File: config.mk
export PLATFORM = sky130hd
export DESIGN_NAME = out_sched_flat
export DESIGN_NICKNAME = d
export VERILOG_FILES = /design/src/rtl/sw_pkg.sv /design/src/rtl/out_sched_if.sv /design/src/rtl/rr_pick.sv /design/src/rtl/out_sched.sv /design/src/flat_wrapper.sv
export SDC_FILE = /design/constraint.sdc
export NUM_CORES = 1
export LEC_CHECK = 0
export CAP_MARGIN = 20
export CORE_MARGIN = 4
export CORE_UTILIZATION = 50
export DETAILED_ROUTE_END_ITERATION = 10
export PLACE_DENSITY = 0.76
export SKIP_CTS_REPAIR_TIMING = 1
export SKIP_LAST_GASP = 1
export SLEW_MARGIN = 20
export SYNTH_ARGS = -nofsm -noshare
export SYNTH_HDL_FRONTEND = slang
export SYNTH_HIERARCHICAL = 1
export SYNTH_SLANG_ARGS = --single-unit
export TNS_END_PERCENT = 5
File: constraint.sdc
create_clock -name clk -period 3 [get_ports clk]
set_clock_uncertainty 0.1 [all_clocks]
set_input_delay 0.3 -clock clk [delete_from_list [all_inputs] [get_ports clk]]
set_output_delay 0.3 -clock clk [all_outputs]
set_load 0.02 [all_outputs]
File: src/rtl/sw_pkg.sv
// Shared switch package: port count, scheduler state encoding and small helpers.
// PORT and PKTW fall back to the standard 4x4 switch values when sw.vh is not in the build.
`ifndef PORT
`define PORT 3
`endif
`ifndef PKTW
`define PKTW 32
`endif

package sw_pkg;

  localparam int NPORT        = `PORT + 1;
  localparam int CRED_MAX_DEF = 4;
  localparam int TIMEOUT_DEF  = 16;

  typedef enum logic {
    IDLE = 1'b0,
    LOCK = 1'b1
  } sched_st_t;

  // Round-robin successor of requester v among n requesters.
  function automatic int wrap_inc(input int v, input int n);
    return (v + 1) % n;
  endfunction

endpackage

File: src/rtl/out_sched_if.sv
// Output-port scheduler bus: requests and tails from the input buffers,
// grant/ack back to them, and the credit return from the downstream buffer.
interface out_sched_if
  import sw_pkg::*;
#(
  parameter int N  = NPORT,
  parameter int CW = $clog2(CRED_MAX_DEF + 1)
);

  logic [N-1:0]  req;
  logic [N-1:0]  tail;
  logic          cred_ret;
  logic [N-1:0]  gnt;
  logic [N-1:0]  ack;
  logic          busy;
  logic [CW-1:0] cred;
  logic          err;

  modport master (
    output req, tail, cred_ret,
    input  gnt, ack, busy, cred, err
  );

  modport slave (
    input  req, tail, cred_ret,
    output gnt, ack, busy, cred, err
  );

endinterface

File: src/rtl/rr_pick.sv
// Combinational round-robin picker: one-hot first set request scanning
// ptr, ptr+1, ... mod N; shared by the switch arbiters.
module rr_pick #(
  parameter int N = 4,
  localparam int PW = (N > 1) ? $clog2(N) : 1
) (
  input  logic [N-1:0]  req,
  input  logic [PW-1:0] ptr,
  output logic [N-1:0]  pick,
  output logic          any
);

  logic [PW-1:0] idx;

  // Scan from the far end back towards ptr so the last hit is the winner.
  always_comb begin
    // NOTE: every variable gets a default first so no path leaves it unassigned (no latch).
    pick = '0;
    idx  = '0;
    for (int k = N - 1; k >= 0; k--) begin
      idx = PW'((int'(ptr) + k) % N);
      if (req[idx]) begin
        pick      = '0;
        pick[idx] = 1'b1;
      end
    end
  end

  assign any = |req;

endmodule

File: src/rtl/out_sched.sv
// Per-output-port packet scheduler: round-robin grant held for a whole packet,
// transfers gated by downstream credits. OUT_SCHED_WATCHDOG_EN adds a stalled-lock breaker.
module out_sched
  import sw_pkg::*;
#(
  parameter int N        = NPORT,
  parameter int CRED_MAX = CRED_MAX_DEF,
  parameter int CW       = $clog2(CRED_MAX + 1)
`ifdef OUT_SCHED_WATCHDOG_EN
  ,
  parameter int TIMEOUT  = TIMEOUT_DEF
`endif
) (
  input logic        clk,
  input logic        rst,
  out_sched_if.slave bus
);

  localparam int PW = (N > 1) ? $clog2(N) : 1;
  localparam logic [CW-1:0] CRED_FULL = CW'(CRED_MAX);

  sched_st_t     state;
  logic [PW-1:0] ptr;
  logic [PW-1:0] owner;
  logic [PW-1:0] nxt_ptr;
  logic [N-1:0]  pick;
  logic          any;
  logic          cred_ok;
  logic          xfer;
  logic          last_xfer;
  logic          cred_ovf;

`ifdef OUT_SCHED_WATCHDOG_EN
  localparam int TW = $clog2(TIMEOUT + 1);
  logic [TW-1:0] stall_cnt;
`endif

  rr_pick #(.N(N)) u_pick (
    .req  (bus.req),
    .ptr  (ptr),
    .pick (pick),
    .any  (any)
  );

  // gnt is zero outside LOCK, so ack can never fire while idle.
  assign cred_ok   = (bus.cred != '0);
  assign bus.ack   = bus.gnt & bus.req & {N{cred_ok}};
  assign xfer      = |bus.ack;
  assign last_xfer = |(bus.ack & bus.tail);
  assign cred_ovf  = bus.cred_ret & ~xfer & (bus.cred == CRED_FULL);
  assign bus.busy  = (state == LOCK);

  always_comb begin
    owner = '0;
    for (int i = 0; i < N; i++) begin
      if (bus.gnt[i]) owner = PW'(i);
    end
  end

  assign nxt_ptr = PW'(wrap_inc(int'(owner), N));

  // NOTE: registered state uses non-blocking assignments and an asynchronous active-low reset.
  always_ff @(posedge clk or negedge rst) begin
    if (!rst) begin
      state    <= IDLE;
      bus.gnt  <= '0;
      ptr      <= '0;
      bus.cred <= CRED_FULL;
      bus.err  <= 1'b0;
`ifdef OUT_SCHED_WATCHDOG_EN
      stall_cnt <= '0;
`endif
    end else begin
      if (cred_ovf) bus.err <= 1'b1;

      if (xfer && !bus.cred_ret) begin
        bus.cred <= bus.cred - CW'(1);
      end else if (!xfer && bus.cred_ret && bus.cred != CRED_FULL) begin
        bus.cred <= bus.cred + CW'(1);
      end

      case (state)
        IDLE: begin
          if (any && cred_ok) begin
            bus.gnt <= pick;
            state   <= LOCK;
          end
`ifdef OUT_SCHED_WATCHDOG_EN
          stall_cnt <= '0;
`endif
        end

        LOCK: begin
          // ptr only moves when a packet ends, never on a grant.
          if (last_xfer) begin
            state   <= IDLE;
            bus.gnt <= '0;
            ptr     <= nxt_ptr;
          end
`ifdef OUT_SCHED_WATCHDOG_EN
          if (xfer) begin
            stall_cnt <= '0;
          end else if (cred_ok) begin
            if (stall_cnt == TW'(TIMEOUT - 1)) begin
              state     <= IDLE;
              bus.gnt   <= '0;
              ptr       <= nxt_ptr;
              bus.err   <= 1'b1;
              stall_cnt <= '0;
            end else begin
              stall_cnt <= stall_cnt + TW'(1);
            end
          end
`endif
        end

        default: state <= IDLE;
      endcase
    end
  end

endmodule

File: src/flat_wrapper.sv
// flat-port wrapper written by rule: the top's interface ports become plain ports
module out_sched_flat import sw_pkg::*;
#(
  parameter int N        = NPORT,
  parameter int CRED_MAX = CRED_MAX_DEF,
  parameter int CW       = $clog2(CRED_MAX + 1)

)
  (clk, rst, bus_req, bus_tail, bus_cred_ret, bus_gnt, bus_ack, bus_busy, bus_cred, bus_err);
  out_sched_if #(.N(N), .CW(CW)) bus_i ();
  input logic clk;
  input logic rst;
  input wire logic [$bits(bus_i.req)-1:0] bus_req;
  input wire logic [$bits(bus_i.tail)-1:0] bus_tail;
  input wire logic [$bits(bus_i.cred_ret)-1:0] bus_cred_ret;
  output wire logic [$bits(bus_i.gnt)-1:0] bus_gnt;
  output wire logic [$bits(bus_i.ack)-1:0] bus_ack;
  output wire logic [$bits(bus_i.busy)-1:0] bus_busy;
  output wire logic [$bits(bus_i.cred)-1:0] bus_cred;
  output wire logic [$bits(bus_i.err)-1:0] bus_err;
  assign bus_i.req = bus_req;
  assign bus_i.tail = bus_tail;
  assign bus_i.cred_ret = bus_cred_ret;
  assign bus_gnt = bus_i.gnt;
  assign bus_ack = bus_i.ack;
  assign bus_busy = bus_i.busy;
  assign bus_cred = bus_i.cred;
  assign bus_err = bus_i.err;
  out_sched #(.N(N), .CRED_MAX(CRED_MAX), .CW(CW)) u_core (.clk(clk), .rst(rst), .bus(bus_i));
endmodule
Word level (Yosys, flattened, before mapping)
Cells that the tools add are included.
{"block": "totals", "out_inout_bits": 13, "mem_bits_rw": 0, "mem_count": 0, "mem_bits_ro": 0, "ff_bits": 11, "latchBits": 0}
{"block": "op_classes", "shift": 0, "reduce_logical": 17, "div_mod_pow": 0, "order_cmp": 8, "add_sub_neg": 6, "multipliers": 0, "n_bitwise": 7, "n_eq_ne": 4, "mux": 31}
{"operator": "2-to-1 mux 4 bit", "n": 6}
{"operator": "AND 4 bit", "n": 3}
{"operator": "less-than comparator 2 x 3 -> 1 bit, second input constant", "n": 4}
{"operator": "OR reduction 4 bit", "n": 3}
{"operator": "2-to-1 mux 1 bit", "n": 11}
{"operator": "binary-select mux 1 bit (select 2 bit)", "n": 4}
{"operator": "demux 1 bit (select 2 bit)", "n": 4}
{"operator": "greater-or-equal comparator 2 x 1 -> 1 bit, second input constant", "n": 4}
{"operator": "logical AND 1 bit", "n": 8}
{"operator": "one-hot mux 4 bit (2 select lines)", "n": 1}
{"operator": "2-to-1 mux 3 bit", "n": 2}
{"operator": "adder 2 x 1 -> 2 bit, second input constant", "n": 2}
{"operator": "adder 2 bit, second input constant", "n": 2}
{"operator": "2-to-1 mux 2 bit", "n": 2}
{"operator": "AND reduction 2 bit", "n": 2}
{"operator": "adder 3 x 1 -> 3 bit, second input constant", "n": 1}
{"operator": "== test 3 bit, second input constant", "n": 1}
{"operator": "!= test 3 bit, second input constant", "n": 1}
{"operator": "nonzero test 3 bit", "n": 1}
{"operator": "subtractor 3 x 1 -> 3 bit, second input constant", "n": 1}
{"operator": "AND 1 bit", "n": 2}
{"operator": "logical NOT 1 bit", "n": 2}
{"operator": "!= test 2 x 1 -> 1 bit, second input constant", "n": 1}
{"operator": "!= test 2 bit, second input constant", "n": 1}
{"operator": "3 further kinds", "n": 4}

Longest topological paths before layout
{"block": "depth", "depth_word": 11, "depth_mapped": 8}

By module
The synthesis kept the hierarchy.
{"mod": "out_sched", "instances": 1, "seq_area_each_um2": 276.5, "cells_per_inst": 74, "area_each_um2": 698.2}
{"mod": "rr_pick", "instances": 1, "seq_area_each_um2": 0.0, "cells_per_inst": 48, "area_each_um2": 419.2}

Least setup slack after synthesis
OpenSTA, ideal clock, no wires.
{"block": "synth_timing", "path_type": "reg-to-reg", "start": "register u_core.ptr[0]", "end": "register u_core.bus.gnt[0]", "path_slack_ns": 0.922, "setup_time_ns": 0.121, "arrival_time_ns": 1.857, "stages_incl_launch_ff": 8, "n_path_buf": 1, "path_cell_list": "dfrtp_1 > buf_6 > inv_1 > ha_1 > mux4_2 > a211oi_1 > o31ai_1 > a22o_1"}
{"block": "synth_via", "elab_chain_len": 11}
{"item": "from (decl)", "line": "out_sched.sv:23", "text": "logic [PW-1:0] ptr;"}
{"item": "from (signal assigned)", "line": "out_sched.sv:98", "text": "ptr <= nxt_ptr;"}
{"item": "adder 2 bit", "line": "rr_pick.sv:21", "text": "idx = PW'((int'(ptr) + k) % N);"}
{"item": "less-than comparator 2 x 3 -> 1 bit (implied by the code) / greater-or-equal comparator 2 x 1 -> 1 bit (equally long branches)", "line": "rr_pick.sv:24", "text": "pick[idx] = 1'b1;"}
{"item": "logical AND 1 bit (implied by the code)", "line": "rr_pick.sv:24"}
{"item": "2-to-1 mux 1 bit (implied by the code)", "line": "rr_pick.sv:24"}
{"item": "demux 1 bit (select 2 bit)", "line": "rr_pick.sv:24"}
{"item": "2-to-1 mux 4 bit (3 in a row)", "line": "rr_pick.sv:22", "text": "if (req[idx]) begin"}
{"item": "2-to-1 mux 4 bit *", "line": "rr_pick.sv:22"}
{"item": "named net u_core.pick[0]", "line": "out_sched.sv:26", "text": "logic [N-1:0] pick;"}
{"item": "2-to-1 mux 4 bit *", "line": "out_sched.sv:84", "text": "if (any && cred_ok) begin"}
{"item": "one-hot mux 4 bit (2 select lines) *", "line": "out_sched.sv:82", "text": "case (state)"}
{"item": "to (signal assigned)", "line": "out_sched.sv:85", "text": "bus.gnt <= pick;"}
{"item": "to (decl)", "line": "out_sched_if.sv:26", "text": "output gnt, ack, busy, cred, err"}
The timed path passes the listed nets; every way through them passes the cells marked *. The select of a mux whose other input is x is not followed.
A chain may end at the register's enable or synchronous reset.

Worst setup path in the final report
{"block": "layout_timing", "start": "register u_core.bus.cred[1]", "end": "output port bus_ack[1]"}
{"block": "layout_via", "elab_chain_len": 2}
{"item": "from (decl)", "line": "out_sched_if.sv:26"}
{"item": "from (signal assigned)", "line": "out_sched.sv:77", "text": "bus.cred <= bus.cred - CW'(1);"}
{"item": "from (signal assigned)", "line": "out_sched.sv:79", "text": "bus.cred <= bus.cred + CW'(1);"}
{"item": "nonzero test 3 bit", "line": "out_sched.sv:46", "text": "assign cred_ok = (bus.cred != '0);"}
{"item": "AND 4 bit", "line": "out_sched.sv:47", "text": "assign bus.ack = bus.gnt & bus.req & {N{cred_ok}};"}
{"item": "to (decl)", "line": "flat_wrapper.sv:17", "text": "output wire logic [$bits(bus_i.ack)-1:0] bus_ack;"}
No other way between the ends.

==> run_results.csv <==
group,metric,value,unit
clock_tree,clkSinkCount,11,
global_route,antenna_found_initial,0,
sta,setup_viol_count_final,0,
clock_tree,cts.clk_slew.worst_paths,70,ps
final_layout,area_growth,23.29,%
setup_path,r2r_slack,630,ps
setup_path,cpMaxStageDelayCell,"clkdlybuf4s50_1",
final_layout,final_cell_area,0.001378,mm2
final_layout,fin_nets,167,
floorplan,die-area,0.003055,mm2
power,power_density,1010,mW/mm2
sta,fin_ws,594.5,ps
power,power,0.001392,W
setup_path,crit_family,"simple AND/OR/NAND/NOR gates",
yosys,yosys_warnings,6,
route,num_vias,1057,
route,ant_nets,0,
clock_tree,clk_latency,270,ps
sta,min_period,2405,ps
route,avgViaCountPerCell,6.110,
floorplan,dieWidth,55.27,um
yosys,synth.cell_area,0.001117,mm2
setup_path,crit_type,"register to primary output",
sta,slew_viol_final,0,
yosys,synthFlopType,"dfrtp_1",
power,power.leakage,0.6018,nW
yosys,syn_inst,122,
setup_path,crit_required,2600,ps
yosys,yosysTopAreaCell,"dfrtp_1",
route,drc_errors,0,
worst_hold_path,hold_path_class,"input port to asynchronous set/reset pin",
floorplan,io-pin-count,24,
route,first_pass_iters,4,
floorplan,initial_core_util,54.72,%
global_route,overflow,0,
setup_path,worstReg2RegStart,"u_core/ptr[1]$_DFFE_PN0P_",
sta,finalCritPeriodShare,80.18,%
yosys,syn_nets,142,
setup_path,startpoint,"u_core/bus.cred[1]$_DFFE_PN0P_",
placement,io_buffers,23,
placement,post-place-ws,432.4,ps
clock_tree,cts_buffer_depth,2,
placement,hpwl,2.211,mm
route,drtIter0Drc,28,
setup_path,cpPeakStageDelay,540,ps
global_route,track_usage,19.60,%
placement,dpl_cell_area,0.001351,mm2
floorplan,die_h,55.27,um
job,maxCapViolations,0,
final_layout,fin_util,67.46,%
global_route,grt_pass1_vias,1071,
clock_tree,cts_buffers,3,
yosys,ys_seq_area_share,24.75,%
setup_path,arrival,2010,ps
yosys,ys_async_sr_fraction,100.0,%
setup_path,startpoint_type,"register",
clock_tree,htree_levels,1,
yosys,synthTopCellsByArea,"dfrtp_1 (22%), ha_1 (9.0%), mux4_2 (8.1%)",
final_layout,layout-drive-gt1-share,11.64,%
route,wl_per_cell,16.47,um
final_layout,diodes,0,
sta,rsz0062_at_grt,"false",
sta,max_freq,0.4157,GHz
global_route,grt_max_degree,14,
clock_tree,tritoncts,"yes",
sta,setup_tns,0,ps
status,outcome,"complete, no violations",
sta,worst_pin_slew,526.3,ps
yosys,synth.distinct_cells,42,
yosys,synth_edf_count,0,
setup_path,crit_buf_inv,1,
floorplan,rows,16,
setup_path,crit_chain,"nor2_1 -> nand2_1 -> and3_2 -> clkdlybuf4s50_1",
sta,hold_viol_final,0,
setup_path,cp_max_fo,9,
yosys,synth_seq_cells,11,
setup_path,r2r_cells,6,
route,drt_wl_total,2.849,mm
setup_path,crit_path_end_kind,"primary output",
setup_path,r2r-end,"u_core/bus.gnt[0]$_DFFE_PN0P_",
floorplan,coreArea,0.002042,mm2
clock_tree,cts-root-buf,"clkbuf_4",
yosys,synth_common_cells,"inv_1 (11), nand2_1 (11), dfrtp_1 (10), ha_1 (8), nand3_1 (8)",
placement,gp_congestion,0.7751,
sta,max_slew_margin,64.80,%
yosys,postSynthAreaPerCell,9.158,um2
power,ir_worst_vdd,0.0006556,V
global_route,grt_first_pass_wirelength,4.816,mm
yosys,synth_top_area_share,22.40,%
==> state kept, by name (all words and copies together), names as in the netlist <==
| name | cells |
|---|---|
| u_core/bus.gnt | 4 |
| u_core/bus.cred | 3 |
| u_core/ptr | 2 |
| u_core/bus.busy | 1 |
| u_core/bus.err | 1 |
==> layout make-up <==
cell class                      instances  area (um2)
Clock buffer                            4       26.28
Fill cell                             173       664.4
Inverter                               11       41.29
Timing Repair Buffer                   24       237.7
Sequential cell                        11       276.5
Tap cell                               27       33.78
Multi-Input combinational cell         96       762.0
==> metal layers <==
metal	vias to the layer above	track usage [%]	part of all wire (%)
li1	505	-	-
met1	502	22.14	40
met2	42	35.98	53
met3	8	4.895	4.0
met4	0	5.556	2.2
met5	-	0	0
==> stage by stage <==
stage | std cells | hold slack [ps]
finish | 173 | 274.4
global route | 173 | 295.9
CTS | 173 | 286.9
detailed placement | 169 | 368.2
global placement | 169 | 353.7
floorplan | 122 | -95.59
==> layout by cell type, fill, tap and decap left out, types with 2 or more instances in the layout <==
cell              n
mux2i_1           6
a22o_1            4
clkbuf_4          3
a31oi_1           4
a21oi_1           6
inv_1            11
ha_1              8
nand3_1           8
and3_1            5
nor2_1            5
o21bai_1          2
o22ai_1           5
dfrtp_1          10
nand2_1          11
mux4_2            4
a22oi_2           2
nand2b_1          3
clkdlybuf4s50_1  23
==> worst max-delay path by stage <==
stage / endpoint / slack [ps] / depth (start not counted)
6_report: bus_ack[1] / 590 / 4
3_3_place_gp: u_core/bus.cred[1]$_DFFE_PN0P_ / 570 / 7
2_1_floorplan: u_core/bus.gnt[0]$_DFFE_PN0P_ / 920 / 7
3_5_place_dp: u_core/bus.cred[1]$_DFFE_PN0P_ / 430 / 7
5_1_grt: u_core/bus.gnt[0]$_DFFE_PN0P_ / 460 / 6
4_1_cts: bus_ack[1] / 580 / 4
==> logic make-up after synthesis <==
kind of cell	count (synthesis)	synth area share [%]
flops	11	24.75
mux	11	14.45
compound gates	32	21.16
buf+inv	15	7.054
fa+ha+maj	9	10.75
xor+xnor	1	0.7840
simple gates	43	21.05
==> power breakdown <==
part           total, W  internal [W]  leakage [nW]  switching (W)
Sequential     0.000320      0.000217         0.130       0.000104
Clock          0.000102     0.0000515        0.0150      0.0000506
Combinational  0.000969      0.000465         0.457       0.000504
Total           0.00139      0.000733         0.602       0.000658
(Power assumes the default switching activity.)
